`src/rtl/shiftreg_pkg.sv`:
```
// Shared types for the universal shift register: operation codes and FSM states.
// Latency: n/a (types and a pure helper function only).
// Backpressure: n/a.
package shiftreg_pkg;

    // Operation codes as seen on the mode input.
    typedef enum logic [2:0] {
        MODE_LOAD = 3'b000,
        MODE_SLL  = 3'b001,
        MODE_SRL  = 3'b010,
        MODE_ROL  = 3'b011,
        MODE_ROR  = 3'b100,
        MODE_SRA  = 3'b101,
        MODE_SLI  = 3'b110,
        MODE_SRI  = 3'b111
    } mode_t;

    typedef enum logic [1:0] {
        ST_IDLE  = 2'd0,
        ST_SHIFT = 2'd1,
        ST_DONE  = 2'd2
    } state_t;

    // Left-moving operations push q[MSB] out; all others push q[0] out.
    function automatic logic is_left(input mode_t m);
        return (m == MODE_SLL) || (m == MODE_ROL) || (m == MODE_SLI);
    endfunction

endpackage

```
`src/rtl/shift_step.sv`:
```
// One-bit shift/rotate of a WIDTH-bit word according to mode.
// Latency: purely combinational.
// Backpressure: none; the caller decides when to register next_q/out_bit.
//
// Ports:
//   q       current register contents
//   mode    operation code (mode_t encoding)
//   sin     serial fill bit for SLI/SRI
//   next_q  q after one step (q unchanged for LOAD)
//   out_bit bit leaving the word on this step
module shift_step
    import shiftreg_pkg::*;
#(
    parameter int WIDTH = 8
) (
    input  logic [WIDTH-1:0] q,
    input  logic [2:0]       mode,
    input  logic             sin,
    output logic [WIDTH-1:0] next_q,
    output logic             out_bit
);

    mode_t w_mode;

    always_comb begin
        w_mode  = mode_t'(mode);
        next_q  = q;
        out_bit = is_left(w_mode) ? q[WIDTH-1] : q[0];
        case (w_mode)
            MODE_SLL: next_q = {q[WIDTH-2:0], 1'b0};
            MODE_SRL: next_q = {1'b0, q[WIDTH-1:1]};
            MODE_ROL: next_q = {q[WIDTH-2:0], q[WIDTH-1]};
            MODE_ROR: next_q = {q[0], q[WIDTH-1:1]};
            MODE_SRA: next_q = {q[WIDTH-1], q[WIDTH-1:1]};
            MODE_SLI: next_q = {q[WIDTH-2:0], sin};
            MODE_SRI: next_q = {sin, q[WIDTH-1:1]};
            default:  next_q = q;
        endcase
    end

endmodule

```
`src/rtl/univ_shiftreg.sv`:
```
// Universal shift register: load operand, then shift/rotate it amt times, one bit per clock.
// Latency: done pulses in the cycle after the n-th shift edge (n = min(amt, WIDTH)); n=0 or LOAD -> cycle after accept.
// Backpressure: start is accepted only in IDLE or DONE; it is ignored while busy.
//
// Ports:
//   clk, rst          clock and synchronous active-high reset
//   start/mode/din/amt  operation request, captured on the accepting edge
//   sin               serial fill bit sampled on each SLI/SRI shift edge
//   q                 register contents
//   busy/done/sout    shifting flag, one-cycle completion pulse, last bit shifted out
module univ_shiftreg
    import shiftreg_pkg::*;
#(
    parameter  int WIDTH = 8,
    localparam int AMT_W = $clog2(WIDTH) + 1
) (
    input  logic             clk,
    input  logic             rst,
    input  logic             start,
    input  logic [2:0]       mode,
    input  logic [WIDTH-1:0] din,
    input  logic [AMT_W-1:0] amt,
    input  logic             sin,
    output logic [WIDTH-1:0] q,
    output logic             busy,
    output logic             done,
    output logic             sout
);

    localparam logic [AMT_W-1:0] AMT_MAX = AMT_W'(WIDTH);
    localparam logic [AMT_W-1:0] AMT_ONE = AMT_W'(1);

    state_t           r_state;
    logic [WIDTH-1:0] r_q;
    logic [AMT_W-1:0] r_cnt;
    mode_t            r_mode;
    logic             r_sout;
    logic             r_busy;
    logic             r_done;

    state_t           w_state_nxt;
    logic [WIDTH-1:0] w_q_nxt;
    logic [AMT_W-1:0] w_cnt_nxt;
    mode_t            w_mode_nxt;
    logic             w_sout_nxt;
    logic             w_accept;
    logic [AMT_W-1:0] w_amt_clamped;
    mode_t            w_mode_in;
    logic [WIDTH-1:0] w_step_q;
    logic             w_step_bit;

    shift_step #(
        .WIDTH (WIDTH)
    ) u_step (
        .q       (r_q),
        .mode    (r_mode),
        .sin     (sin),
        .next_q  (w_step_q),
        .out_bit (w_step_bit)
    );

    always_comb begin
        w_state_nxt   = r_state;
        w_q_nxt       = r_q;
        w_cnt_nxt     = r_cnt;
        w_mode_nxt    = r_mode;
        w_sout_nxt    = r_sout;
        w_mode_in     = mode_t'(mode);
        w_amt_clamped = (amt > AMT_MAX) ? AMT_MAX : amt;
        // DONE accepts too, so a held start runs operations back to back.
        w_accept      = start && ((r_state == ST_IDLE) || (r_state == ST_DONE));

        case (r_state)
            ST_IDLE, ST_DONE: begin
                if (w_accept) begin
                    w_q_nxt    = din;
                    w_mode_nxt = w_mode_in;
                    // LOAD discards amt so it can never enter SHIFT.
                    w_cnt_nxt  = (w_mode_in == MODE_LOAD) ? '0 : w_amt_clamped;
                    if ((w_mode_in != MODE_LOAD) && (w_amt_clamped != '0)) begin
                        w_state_nxt = ST_SHIFT;
                    end else begin
                        w_state_nxt = ST_DONE;
                    end
                end else begin
                    w_state_nxt = ST_IDLE;
                end
            end
            ST_SHIFT: begin
                w_q_nxt    = w_step_q;
                w_sout_nxt = w_step_bit;
                w_cnt_nxt  = r_cnt - AMT_ONE;
                if (r_cnt == AMT_ONE) begin
                    w_state_nxt = ST_DONE;
                end
            end
            default: begin
                w_state_nxt = ST_IDLE;
            end
        endcase
    end

    always_ff @(posedge clk) begin
        if (rst) begin
            r_state <= ST_IDLE;
            r_q     <= '0;
            r_cnt   <= '0;
            r_mode  <= MODE_LOAD;
            r_sout  <= 1'b0;
            r_busy  <= 1'b0;
            r_done  <= 1'b0;
        end else begin
            r_state <= w_state_nxt;
            r_q     <= w_q_nxt;
            r_cnt   <= w_cnt_nxt;
            r_mode  <= w_mode_nxt;
            r_sout  <= w_sout_nxt;
            // Flags are registered copies of the next-state decode.
            r_busy  <= (w_state_nxt == ST_SHIFT);
            r_done  <= (w_state_nxt == ST_DONE);
        end
    end

    assign q    = r_q;
    assign busy = r_busy;
    assign done = r_done;
    assign sout = r_sout;

endmodule

```
`config.mk`:
```
export PLATFORM = sky130hd
export DESIGN_NAME = univ_shiftreg
export DESIGN_NICKNAME = d
export VERILOG_FILES = /design/src/rtl/shiftreg_pkg.sv /design/src/rtl/shift_step.sv /design/src/rtl/univ_shiftreg.sv
export SDC_FILE = /design/constraint.sdc
export NUM_CORES = 1
export LEC_CHECK = 0
export CORE_MARGIN = 4
export CORE_UTILIZATION = 48
export CTS_CLUSTER_DIAMETER = 40
export DETAILED_ROUTE_END_ITERATION = 8
export PLACE_DENSITY = 0.76
export SYNTH_ARGS = -nofsm -noshare
export SYNTH_HDL_FRONTEND = slang
export SYNTH_SLANG_ARGS = --single-unit
```
`constraint.sdc`:
```
create_clock -name clk -period 1.9 [get_ports clk]
set_input_delay 0.19 -clock clk [delete_from_list [all_inputs] [get_ports clk]]
set_output_delay 0.19 -clock clk [all_outputs]
set_load 0.02 [all_outputs]
```
# --- Yosys cells after proc, flatten, opt, wreduce, memory -nomap -nowiden ---
# Index checks and enable logic that the tools add are counted.
totals:
  mem_bits_rw: 0
  register_bits: 20
  wordCells: 53
  rom_bits: 0
  memories: 0
  latchBits: 0
classes:
  mux: 12
  multipliers: 0
  n_div: 0
  shift: 0
  magnitude_cmp: 1
  n_bitwise: 0
  n_addsub: 1
  n_eq_ne: 16
  reduce_logical: 15
ops:
  columns: ["cell", "n"]
  rows:
  - ["case mux 8 bit (7 select lines)", 1]
  - ["case mux 8 bit (2 select lines)", 1]
  - ["== test 3 bit, second input constant", 4]
  - ["2-to-1 mux 4 bit", 3]
  - ["2-to-1 mux 8 bit", 1]
  - ["!= test 8 x 1 -> 1 bit, second input constant", 1]
  - ["case mux 4 bit (2 select lines)", 1]
  - ["!= test 7 x 1 -> 1 bit, second input constant", 1]
  - ["== test 3 x 2 -> 1 bit, second input constant", 2]
  - ["2-to-1 mux 2 bit", 3]
  - ["== test 2 x 1 -> 1 bit, second input constant", 2]
  - ["== test 2 bit, second input constant", 2]
  - ["== test 4 x 1 -> 1 bit, second input constant", 1]
  - ["greater-than comparator 4 bit, second input constant", 1]
  - ["!= test 2 bit, second input constant", 2]
  - ["case mux 2 bit (2 select lines)", 1]
  - ["AND reduction 2 bit", 2]
  - ["AND reduction 4 bit", 1]
  - ["nonzero test 4 bit", 1]
  - ["subtractor 4 x 1 -> 4 bit, second input constant", 1]
  - ["== test 3 x 1 -> 1 bit, second input constant", 1]
  - ["logical NOT 3 bit", 1]
  - ["logical OR 1 bit", 3]
  - ["AND reduction 3 bit", 1]
  - ["other kinds (6)", 7]

# --- Logic depth before layout (Yosys ltp) ---
# Gate-level depths: netlist (run 1).
logic_depth:
  depth_word: 8
  mapped_depth: 6
  depth_no_buf: 6

# --- Hierarchy ---
# From an unflattened synthesis (run 1), not the netlist that was laid out.
unflattened:
  cells_unflattened: 167
  hier_area_um2: 1336.3
modules_own_cells:
  columns: ["module", "instances", "area_each_um2", "cells_per_inst"]
  rows:
  - ["univ_shiftreg", 1, 927.1, 112]
  - ["shift_step", 1, 409.1, 55]

# --- Least setup slack after synthesis (run 1) ---
# Ideal clock, no wire load.
synth_path:
  path_type: "flip-flop to flip-flop"
  start: "register r_mode[1]"
  end: "register r_q[1], in the netlist q[1]"
  setup_ns: 0.096
  arrival_time_ns: 1.446
  stages_incl_launch_ff: 6
  t_required_ns: 1.804
  synth_period_minus_slack_ns: 1.542
  n_path_buf: 1
  setup_slack_ns: 0.358
  path_cell_list: "dfxtp_1 -> buf_6 -> and2b_4 -> xnor2_2 -> mux2_2 -> o41ai_2"
synth_via:
  elab_chain_len: 3
  elab_cells_between_ends: 11
synth_rtl:
  columns: ["item", "line_no", "source"]
  rows:
  - ["start: declaration", "univ_shiftreg.sv:36", "mode_t r_mode;"]
  - ["start signal: assignment", "univ_shiftreg.sv:116", "r_mode <= w_mode_nxt;"]
  - ["== test 3 bit, or another cell as far along", "shift_step.sv:29", "case (w_mode)"]
  - ["case mux 8 bit (7 select lines) / != test 8 x 1 -> 1 bit (equally long branches)", null, null]
  - ["case mux 8 bit (2 select lines) / AND reduction 3 bit (equally long branches)", null, null]
  - ["end signal: assignment", "univ_shiftreg.sv:114", "r_q <= w_q_nxt;"]
  - ["end: declaration", "univ_shiftreg.sv:34", "logic [WIDTH-1:0] r_q;"]
# Parallel ways exist; a longest one is shown, timed or not.
# A chain may end at the register's enable or synchronous reset.

# --- Worst setup path in the final report (run 1) ---
layout_path:
  start: "register r_mode[1]"
  end: "register r_q[0], in the netlist q[0]"
# Same word-level chain as after synthesis.

==> results of run 1 <==
[worst max path at each step]
stage | endpoint | slack, ns | depth (start not counted)
after detailed placement | q[0]$_SDFFE_PP0P_ | 0.10 | 5
after global placement | q[0]$_SDFFE_PP0P_ | 0.16 | 5
after floorplan | q[1]$_SDFFE_PP0P_ | 0.36 | 5
final | q[0]$_SDFFE_PP0P_ | 0.16 | 4
after CTS | q[0]$_SDFFE_PP0P_ | 0.17 | 4
after global routing | q[0]$_SDFFE_PP0P_ | 0.07 | 4
[logic make-up (layout without fill, tap and decap cells)]
logic type	count (synthesis)	in the layout	share of synthesized area [%]
AOI/OAI and AO/OA	34	34	22.9
xor gates and xnor gates	3	3	2.88
adders and majority gates	2	2	2.13
buffers and inverters	12	43	5.32
DFF	20	20	34.1
muxes	8	8	7.45
and+or+nand+nor	60	60	25.2
[Yosys cell counts, drive strengths merged]
cell type	count	area share, %
ha	2	2.1
or3	2	1.1
a22oi	2	1.3
xnor2	1	1.4
nand4b	1	0.75
mux2	6	5.8
and2b	1	0.85
xor2	2	1.5
a221oi	3	2.2
a221o	1	0.85
o221ai	1	0.75
nand2	11	3.5
nor3b	1	0.64
buf	7	3.7
nand3	4	1.7
nor4	1	0.53
nand2b	2	1.1
nand3b	6	3.8
o21ai	3	1.3
dfxtp	20	34
a41o	1	0.85
a211oi	1	0.64
inv	3	0.96
mux2i	2	1.7
a21oi	13	5.9
clkbuf	2	0.64
nor3	3	1.3
a21o	1	0.64
a311oi	1	0.75
o41ai	6	7.0
nor2	23	7.3
o2bb2ai	1	0.75
nor2b	5	2.7
[cell type report]
cell class                      count  share of cell area, %
Sequential cell                    20                   26.1
Inverter                            3                  0.735
Clock buffer                        3                   1.47
Multi-Input combinational cell    107                   46.5
Timing Repair Buffer               37                   22.9
Tap cell                           28                   2.29
[critical path, delay by kind of cell (launching register included)]
| family | cells | cell delay [ns] |
|---|---|---|
| AO/OA/AOI/OAI | 3 | 0.92 |
| AND/OR/NAND/NOR | 1 | 0.37 |
| flip-flops | 1 | 0.36 |
[sequential cells by signal, indices dropped and copies added, names as in the netlist]
register  flops
busy          1
done          1
q             8
r_cnt         4
r_mode        3
r_state       2
sout          1
[power breakdown]
part           total (W)  internal, W  switching, W
registers       0.000507     0.000463     0.0000443
logic           0.000381     0.000191      0.000190
clock network   0.000201    0.0000737      0.000127
[placed cells by master, fill, tap and decap left out, drive strengths merged, types with 3 or more instances in the layout]
cell	instances
mux2	6
a21oi	13
nand3b	6
nor2b	5
nand3	4
nor3	3
buf	8
nor2	23
o41ai	6
a221oi	3
inv	3
nand2	11
clkbuf	3
clkdlybuf4s50	29
dfxtp	20
o21ai	3
[through the flow]
step / cell area, um^2 / util (%) / setup WS (ns) / power, W
6_report: 1530 / 67.3 / 0.162 / 0.00109
3_5_place_dp: 1510 / 66.3 / 0.100 / 0.000895
5_1_grt: 1530 / 67.3 / 0.0681 / 0.00115
3_3_place_gp: 1510 / 66.3 / 0.162 / 0.000885
2_1_floorplan: 1170 / - / 0.358 / 0.000750
4_1_cts: 1530 / 67.3 / 0.169 / 0.00110
[metal layers]
layer,vias up,GRT usage (%),wire (um)
met3,2,3.17,155
li1,569,-,-
met4,0,4.64,17
met1,527,23.5,1300
met5,-,0,0
met2,36,30.6,1370
==> run summary, run 1 <==
For the largest clock skew in the final design, the log shows 0.00905 ns. Across the VDD grid, the largest voltage drop is 0.413 mV. Counting distinct cell types in the post-synthesis netlist gives 38. Gates resized during post-CTS repair numbered 0.

The die boundary height is 57.5 um. The tools report the residual overflow from global routing as 0. The tools report the hold-critical path endpoint as r_mode[2]$_SDFFE_PP0P_. Measured along the x axis, the die boundary spans 57.5 um. The logs give 30 for the boundary pin count and 0.00228 mm^2 for the placeable core area. In this run, post-CTS hold repair placed 0 buffers.

After the flow finishes, the layout carries non-filler instances totaling 198. The worst reg-to-reg setup slack was 0.16 ns; the wire length per cell after detailed routing was 14.3 um. For the total half-perimeter wirelength after legalization and detailed placement, the log shows 2.14 mm. The tree is rooted in a sky130_fd_sc_hd__clkbuf_4. The post-CTS clock slew at the launch and capture registers of the worst setup and hold paths was 0.12 ns.

The clock period minus worst slack was 1.74 ns; the count of input and output buffers was 29. The tools report the global-route usage over all layers as 18.1%. The routed layout has 1134 vias.

Counting cells, the worst reg-to-reg path comes to 4. Of the cells placed in the final design, the portion with a size suffix greater than 1 is 12.9%. The tree built by TritonCTS fans out to 20 sinks.

The run gives 193 as the number of nets in the layout. Once placement completed, the tool counted placed cells totaling 195. The run gives 0.00117 mm^2 as the cell area after technology mapping. Traced cell by cell, the critical path runs through or3_1 > a21oi_2 > a21oi_1 > a221oi_1. The DRC violation count after routing came out at 0. Setup repair after global routing left no endpoint under its margin.

The number of warnings reported in the yosys synthesis log was 0; the aggregate negative setup slack was 0 ns. The area used by sequential logic in the layout is 400 um^2, and the post-CTS setup buffer count is 0. The worst min-delay path startpoint was mode[2]. The startpoint of the worst setup timing path was r_mode[1]$_SDFFE_PP0P_. Number of nets in the synthesized netlist: 160. The number of placement rows was 17; the transition time of the tightest slew-check pin was 0.682 ns. The worst reg2reg path endpoint was q[0]$_SDFFE_PP0P_. The tools report the sort of element at the start of the critical path as a flip-flop.

Summing all multi-input logic gate instances after layout gives 712 um^2. Kind of path behind the tightest hold check: in2reg. The master of the slowest instance on the critical path was sky130_fd_sc_hd__a21oi_2. The tools report the reported leakage power as 0.594 nW.

The flow ran to the end, and the final reports show no timing, DRC or antenna violations. Synthesis produced 139 cells. Routability-driven placement finished with a final weighted congestion of 0.799. The area growth from synthesis to layout is 30.4%. The share of the cycle needed by the critical path after routing works out to 91.5%.

The initial utilization of the core area, before any placement, comes to 51.6%. STA classifies the critical path endpoint as a flip-flop. Dividing the detail-routed via count by the number of cells gives 5.73.

The via count of the first global-routing pass was 1144. The flip-flop and latch count after synthesis came out at 20. The instance count along the most critical hold path is 3. TritonCTS built the clock tree. The detailed router finished its first iteration with 23 violations. At the worst endpoint, the required time is 2.11 ns. The start-to-end type of the worst setup path is reg2reg.

The run gives 4.84 mm as the first-pass GRT wire length. The tools report the source of the worst register-to-register timing path as r_mode[1]$_SDFFE_PP0P_. No sink is reached through more buffers than the 2 on the longest clock path. The part of the Yosys area used for sequential elements came out at 34.1%.

Dividing total power by cell area gives a power density of 711 mW/mm^2. The run gives 54.5% as the headroom to the max-slew limit. The final worst hold slack was 0.489 ns. The run gives 575 MHz as the maximum achievable frequency.

The first detailed-routing pass ran for 4 iterations. Entering global routing, the biggest net connects 24 pins. The logs give 3 for the number of buffers inserted during clock tree synthesis and 0 for the number of antenna cells inserted. Setup violations remaining at the end of the flow were counted as 0.

The tool flagged a number of max-cap violations equal to 0. Data on the critical path arrives at its endpoint at 1.95 ns. The number of antenna-violating nets in the routed design is 0, and the count of H-tree levels built during CTS is 1.

Counting the fill cells in the layout gives 194. After synthesis, the mean cell area works out to 8.45 um^2. The count of endpoints failing hold in the final timing report is 0, and the source-to-sink clock delay at the later pin of the worst-skew pair is 0.30 ns. In this run the worst path has a maximum fanout of 14. The logs give 0.00330 mm^2 for the die area and 2.84 mm for the routed wire length.

The run gives 0 as the initial antenna violation count. The largest single stage delay on the critical path is 0.55 ns. The tools report the max-slew violation count as 0.
No activity file was read; power rests on OpenSTA's default activity.
==> inputs of run 2 (changes only) <==
Settings changed: SETUP_SLACK_MARGIN set to 0.3.
==> run 2 against run 1 <==
Against the previous run: sequential cell count unchanged; combinational power up 8.9%; clock skew down 0.0025 ns; first-iteration DRC count down 4.3%; worst hold slack worse by 0.0057 ns; via count up 0.26%; clock power up 2%; fmax up 8.6%; final area up 5.0%; global-route usage up 0.28 points; wire length up 6.1%; critical path type unchanged; largest cell class unchanged; largest power group unchanged.
==> run summary, run 2 (synthesis gave the netlist of run 1 again) <==
The reported leakage power is 0.675 nW (was 0.594 nW), and the highest cell delay on the worst timing path is 0.37 ns (was 0.55 ns). For the headroom to the max-slew limit, the log shows 73.6% (was 54.5%). For the area used by sequential logic in the layout, the log shows 403 um^2 (was 400 um^2). The tools report the DRC violation count after routing as 0 (unchanged). The count of vias placed by the detailed router was 1137 (was 1134); the max-slew violation count was 0 (unchanged).

The weighted congestion at the end of routability-driven global placement was 0.799 (unchanged); the die boundary height was 57.5 um (unchanged). The residual overflow from global routing came out at 0 (unchanged). The maximum number of pins on one net before global-route repair was 24 (unchanged); the share of final-layout standard cells stronger than drive strength 1 was 17.3% (was 12.9%).

The clock period minus worst slack works out to 1.60 ns (was 1.74 ns). The starting density of the core was 51.6% (unchanged). The count of endpoints failing hold in the final timing report is 0 (unchanged). The tools report the count of H-tree levels built during CTS as 1 (unchanged). Detailed router's first-iteration violation count: 22 (was 23). The max-capacitance violation count was 0 (unchanged); the initial antenna violation count was 0 (unchanged).

For the die area, the log shows 0.00330 mm^2 (unchanged). Critical Path, Cell by Cell: and2b_4 > xnor2_4 > mux2_1 > o41ai_1 (was or3_1 > a21oi_2 > a21oi_1 > a221oi_1). The number of endpoints failing setup at the final stage is 0 (unchanged). The maximum resistive drop on vdd is 0.419 mV (was 0.413 mV), and the number of placement rows is 17 (unchanged). The master of the slowest instance on the critical path was sky130_fd_sc_hd__mux2_1 (was sky130_fd_sc_hd__a21oi_2). The area of the multi-input gates was 756 um^2 (was 712 um^2); the post-CTS clock slew at the launch and capture registers of the worst setup and hold paths was 0.12 ns (about the same). First-pass iteration count of the detailed router: 4 (unchanged). The tools report the sort of element at the start of the critical path as a flip-flop (unchanged).

The boundary pin count is 30 (unchanged). The share of the cycle needed by the critical path after routing is 84.2% (was 91.5%). The deepest clock path buffer count was 2 (unchanged); the instance count along the most critical hold path was 3 (unchanged). Setup repair after global routing could not meet its margin everywhere. The die width is 57.5 um (unchanged), and the placeable core area is 0.00228 mm^2 (unchanged). The wire length per cell after detailed routing was 15.0 um (was 14.3 um). The total half-perimeter wirelength after legalization and detailed placement is 2.14 mm (unchanged), and the critical path required time is 2.11 ns (about the same). The count of input and output buffers is 29 (unchanged), and the transition time of the tightest slew-check pin is 0.393 ns (was 0.682 ns). The maximum achievable frequency was 625 MHz (was 575 MHz); the largest clock skew in the final design was 0.00652 ns (was 0.00905 ns). The flow ran to the end, and the final reports show no timing, DRC or antenna violations. Critical path capture point type: a flip-flop (unchanged).

The run gives 4.91 mm (was 4.84 mm) as the first-pass GRT wire length. The via count of the first global-routing pass is 1150 (was 1144), and the count of fill cells added during filler insertion is 181 (was 194). The leading cell type in the layout, fill and taps excluded was sky130_fd_sc_hd__clkdlybuf4s50_1 (unchanged). The source of the worst register-to-register timing path was r_mode[1]$_SDFFE_PP0P_ (unchanged). The layout overhead on the synthesized area came out at 36.8% (was 30.4%).

The number of antenna cells inserted is 0 (unchanged), and the clock sink total is 20 (unchanged). The start-to-end type of the worst setup path was reg2reg (unchanged). The maximum fanout along the worst path was 6 (was 14). Worst min-delay path startpoint: mode[2] (unchanged). Detailed-route vias per instance: 5.66 (was 5.73). The tools report the hold-critical path endpoint as r_mode[2]$_SDFFE_PP0P_ (unchanged). TritonCTS built the clock tree. The tools report the number of nets in the layout as 196 (was 193).

The number of buffers inserted during clock tree synthesis was 3 (unchanged); the global-route usage over all layers was 18.3% (was 18.1%). The flip-flop count of the largest register after layout came out at 8 (unchanged). Most frequent cells in the layout: sky130_fd_sc_hd__clkdlybuf4s50_1, sky130_fd_sc_hd__nor2_1, sky130_fd_sc_hd__dfxtp_1, sky130_fd_sc_hd__a21oi_1 (was sky130_fd_sc_hd__clkdlybuf4s50_1, sky130_fd_sc_hd__nor2_1, sky130_fd_sc_hd__dfxtp_1, sky130_fd_sc_hd__a21oi_1, sky130_fd_sc_hd__nand2_1). Worst reg2reg path endpoint: q[3]$_SDFFE_PP0P_ (was q[0]$_SDFFE_PP0P_). The worst reg-to-reg setup slack was 0.30 ns (was 0.16 ns); the source-to-sink clock delay at the later pin of the worst-skew pair was 0.30 ns (about the same). The kind of path behind the tightest hold check was in2reg (unchanged). The cell area power density was 703 mW/mm^2 (was 711 mW/mm^2); the total power consumption of the routed design was 0.00113 W (was 0.00109 W). The aggregate negative setup slack was 0 ns (unchanged).

The tools report the cell at the root of the clock tree as sky130_fd_sc_hd__clkbuf_4 (unchanged). The startpoint of the worst setup timing path was r_mode[1]$_SDFFE_PP0P_ (unchanged). The worst reg-to-reg path cell count is 4 (unchanged), and the number of antenna-violating nets in the routed design is 0 (unchanged).

The run gives 1.81 ns (was 1.95 ns) as the data arrival time of the critical path. Routed wire length: 3.01 mm (was 2.84 mm).
==> run 2: changes by cell type in the layout (fill, tap and decap cells not counted), moves of 2 or more <==
cell | previous run | this run
sky130_fd_sc_hd__dlymetal6s2s_1 | 0 | 3
sky130_fd_sc_hd__mux2_4 | 0 | 2
sky130_fd_sc_hd__dfxtp_2 | 0 | 2
sky130_fd_sc_hd__clkdlybuf4s50_1 | 29 | 26
sky130_fd_sc_hd__dfxtp_1 | 20 | 18
sky130_fd_sc_hd__buf_4 | 8 | 11
sky130_fd_sc_hd__mux2_2 | 4 | 2
==> run 2: worst max-delay path, delay by kind of cell (launching register included) <==
kind	cells	cell delay [ns]
muxes	1	0.37
DFF	1	0.36
AOI/OAI and AO/OA	1	0.30
xor gates and xnor gates	1	0.29
and+or+nand+nor	1	0.19
==> run 2: routing by layer <==
metal	routed length [um]	vias up	global-route usage [%]
li1	-	572	-
met1	1390	528	24.1
met2	1470	35	30.8
met3	137	2	3.17
met4	17	0	4.64
met5	0	-	0
==> run 2: stage by stage <==
step	setup WS [ns]	utilization, %	area [um^2]	hold WS [ns]	instances
2_1_floorplan	0.358	-	1170	0.292	139
6_report	0.299	70.6	1610	0.483	201
3_3_place_gp	0.162	66.3	1510	0.474	195
3_5_place_dp	0.100	66.3	1510	0.493	195
5_1_grt	0.264	70.6	1610	0.471	201
4_1_cts	0.290	68.2	1550	0.477	198
==> run 2: worst max path at each step <==
| stage | to | depth (start not counted) | slack [ns] |
|---|---|---|---|
| finish | q[3]$_SDFFE_PP0P_ | 4 | 0.30 |
| global route | q[2]$_SDFFE_PP0P_ | 4 | 0.26 |
| CTS | q[7]$_SDFFE_PP0P_ | 5 | 0.29 |
| detailed placement | q[0]$_SDFFE_PP0P_ | 5 | 0.10 |
| global placement | q[0]$_SDFFE_PP0P_ | 5 | 0.16 |
| floorplan | q[1]$_SDFFE_PP0P_ | 5 | 0.36 |
==> run 2: cell type report <==
class	instances	share of cell area, %
repair buffers	40	23.7
inverters	3	0.700
flip-flops and latches	20	25.1
clock buffers	3	1.40
well taps	28	2.18
multi-input cells	107	47.0
==> run 2: report_power, final <==
group	internal (W)	leakage [nW]	switching, W
clock network	0.0000738	0.0138	0.000132
registers	0.000463	0.165	0.0000458
logic	0.000211	0.496	0.000204
total	0.000748	0.675	0.000381
==> run 2: what timing repair did <==
item,in CTS,in global routing
resized for setup,3,10
hold buffers,0,0
setup endpoints to repair,7,13
setup buffers,0,3
endpoints found under the hold margin,0,0
pin swaps,0,2
==> inputs of run 3 (changes only) <==
Clock period 1.9 ns to 1.6 ns, I/O delays scaled along.
==> run 3 against run 2 <==
Against the previous run: sequential share of layout area is 5.0 points lower; via count is 23% higher; first-iteration DRC count grew to 4.1 times the previous value; worst hold slack worse by 0.13 ns; combinational power is 80% higher; critical endpoint is now q[1]$_SDFFE_PP0P_; highest routed layer unchanged.
==> run summary, run 3 (synthesis gave the netlist of run 1 again) <==
The run finished with clean final reports. Largest clock skew in the final design: 0.0108 ns (was 0.00652 ns). Layout overhead on the synthesized area: 76.0% (was 36.8%). The share of the cycle needed by the critical path after routing is 96.4% (was 84.2%), and the number of endpoints failing setup at the final stage is 0 (unchanged). Setup repair after global routing could not meet its margin everywhere.

The share of final-layout standard cells stronger than drive strength 1 is 39.7% (was 17.3%). The tools report the sort of element at the start of the critical path as a flip-flop (unchanged). The die area is 0.00330 mm^2 (unchanged), and the max-capacitance violation count is 0 (unchanged).

The count of H-tree levels built during CTS was 1 (unchanged); the die width was 57.5 um (unchanged). The cell area power density is 866 mW/mm^2 (was 703 mW/mm^2). Start-to-end type of the worst setup path: reg2reg (unchanged). Worst min-delay path startpoint: start (was mode[2]).

The kind of path behind the tightest hold check was in2reg (unchanged). Most frequent cells in the layout: sky130_fd_sc_hd__nor2_1, sky130_fd_sc_hd__clkdlybuf4s50_1, sky130_fd_sc_hd__buf_4, sky130_fd_sc_hd__dfxtp_1, sky130_fd_sc_hd__nand2_1 (was sky130_fd_sc_hd__clkdlybuf4s50_1, sky130_fd_sc_hd__nor2_1, sky130_fd_sc_hd__dfxtp_1, sky130_fd_sc_hd__a21oi_1). The number of nets in the layout was 216 (was 196); the minimum setup slack after placement was 0.00782 ns (was 0.100 ns). The run gives 4.69 mm (was 3.01 mm) as the routed wire length.

The count of input and output buffers is 29 (unchanged), and the final worst hold slack is 0.350 ns (was 0.483 ns). Met2 track demand over resource in global routing: 45.3% (was 30.8%). The number of antenna cells inserted was 0 (unchanged). The peak-usage layer in the global routing report was met2 (unchanged).

The tools report the first-pass iteration count of the detailed router as 4 (unchanged). For the cell area after placement, the log shows 0.00161 mm^2 (was 0.00151 mm^2). The clock sink total is 20 (unchanged), and the hold-fix buffer count after cts is 0 (unchanged). The reported leakage power was 0.904 nW (was 0.675 nW). The headroom to the max-slew limit is 80.6% (was 73.6%), and the maximum achievable frequency is 648 MHz (was 625 MHz). The max-slew violation count was 0 (unchanged); the via count of the first global-routing pass was 1357 (was 1150).

The starting density of the core came out at 51.6% (unchanged). The clock period minus worst slack is 1.54 ns (was 1.60 ns), and the met1 capacity usage during global routing is 30.5% (was 24.1%). The flip-flop count of the largest register after layout is 8 (unchanged). The critical path capture point type was a flip-flop (unchanged). The data arrival time of the critical path is 1.77 ns (was 1.81 ns), and the maximum resistive drop on vdd is 0.729 mV (was 0.419 mV). The tools report the setup slack after layout as 0.0570 ns (was 0.299 ns). The count of vias placed by the detailed router was 1395 (was 1137); the placeable core area was 0.00228 mm^2 (unchanged). The critical path required time was 1.83 ns (was 2.11 ns); the die boundary height was 57.5 um (unchanged).

The logs give 0.00207 mm^2 (was 0.00161 mm^2) for the post-route cell area and 25.9% (was 18.3%) for the global-route usage over all layers. The tools report the source of the worst register-to-register timing path as r_mode[0]$_SDFFE_PP0P_ (was r_mode[1]$_SDFFE_PP0P_). The wire length per cell after detailed routing came out at 21.1 um (was 15.0 um).

The residual overflow from global routing is 0 (unchanged). The hold-critical path endpoint is r_state[0]$_SDFF_PP0_ (was r_mode[2]$_SDFFE_PP0P_). The number of antenna-violating nets in the routed design was 0 (unchanged); the weighted congestion at the end of routability-driven global placement was 0.817 (was 0.799).

The logs give 91 (was 22) for the detailed router's first-iteration violation count and 0 (unchanged) for the DRC violation count after routing. The worst reg2reg path endpoint was q[1]$_SDFFE_PP0P_ (was q[3]$_SDFFE_PP0P_). The initial antenna violation count was 0 (unchanged).

The number of placement rows was 17 (unchanged); the first-pass GRT wire length was 6.64 mm (was 4.91 mm). The logs give 3.39% (was 3.17%) for the met3 capacity usage during global routing and 2 (unchanged) for the deepest clock path buffer count. The total power consumption of the routed design was 0.00179 W (was 0.00113 W); the instance count along the most critical hold path was 4 (was 3). The aggregate negative setup slack was 0 ns (unchanged). Worst reg-to-reg path cell count: 5 (was 4). The source-to-sink clock delay at the later pin of the worst-skew pair was 0.32 ns (was 0.30 ns). The count of endpoints failing hold in the final timing report was 0 (unchanged); the total half-perimeter wirelength after legalization and detailed placement was 2.37 mm (was 2.14 mm). For the worst reg-to-reg setup slack, the log shows 0.06 ns (was 0.30 ns).

The number of buffers inserted during clock tree synthesis is 3 (unchanged), and the transition time of the tightest slew-check pin is 0.288 ns (was 0.393 ns). The tools report the maximum number of pins on one net before global-route repair as 24 (unchanged). The leading cell type in the layout, fill and taps excluded is sky130_fd_sc_hd__nor2_1 (was sky130_fd_sc_hd__clkdlybuf4s50_1).

The run gives 30 (unchanged) as the boundary pin count. Detailed-route vias per instance: 6.28 (was 5.66). The cell at the root of the clock tree is sky130_fd_sc_hd__clkbuf_4 (unchanged). The maximum fanout along the worst path works out to 6 (unchanged).

TritonCTS built the clock tree. The post-CTS clock slew at the launch and capture registers of the worst setup and hold paths works out to 0.13 ns (was 0.12 ns).
[run 3: routing by layer]
layer | vias to the layer above | routed length (um)
met1 | 667 | 1770
met3 | 28 | 360
met4 | 0 | 278
met5 | - | 0
li1 | 611 | -
met2 | 89 | 2280
[run 3: final cells by class]
type                       instances  area, um^2
tap                               28        35.0
clock buffer                       3        22.5
multi-input combinational        107         903
fill                              88         208
clock inverter                     1        30.0
sequential                        20         414
inverter                           3        11.3
timing repair buffer              60         652
[run 3: stage by stage]
| stage | utilization [%] | instances |
|---|---|---|
| final | 90.9 | 222 |
| after CTS | 82.9 | 216 |
| after floorplan | - | 139 |
| after global placement | 70.6 | 203 |
| after global routing | 90.9 | 222 |
| after detailed placement | 70.6 | 203 |
[run 3: what timing repair did]
action | in CTS | in global routing
endpoints found under the hold margin | 0 | 0
setup endpoints to repair | 23 | 20
pin swaps | 14 | 9
gates resized for setup | 40 | 29
buffers inserted | 8 | 6
cloned | 1 | 0
[run 3: how the worst max path moves through the flow]
stage,start,to,slack [ns]
after global placement,r_mode[0]$_SDFFE_PP0P_,q[6]$_SDFFE_PP0P_,0.06
final,r_mode[0]$_SDFFE_PP0P_,q[1]$_SDFFE_PP0P_,0.06
after global routing,r_mode[0]$_SDFFE_PP0P_,q[1]$_SDFFE_PP0P_,0.008
after detailed placement,r_mode[0]$_SDFFE_PP0P_,q[3]$_SDFFE_PP0P_,0.008
after floorplan,r_mode[1]$_SDFFE_PP0P_,q[1]$_SDFFE_PP0P_,0.12
after CTS,r_mode[0]$_SDFFE_PP0P_,q[3]$_SDFFE_PP0P_,0.05
[run 3: critical path: stages (launching register included)]
cell                      delay, ns
sky130_fd_sc_hd__dfxtp_2       0.35
sky130_fd_sc_hd__and2b_4       0.28
sky130_fd_sc_hd__xnor2_4       0.13
sky130_fd_sc_hd__buf_12        0.15
sky130_fd_sc_hd__mux2_4        0.32
sky130_fd_sc_hd__o41ai_4       0.23
[run 3: power by group]
part           switching, W  internal (W)  total, W
sequential        0.0000581      0.000552  0.000610
combinational      0.000352      0.000396  0.000748
clock              0.000178      0.000253  0.000432
total              0.000589       0.00120   0.00179
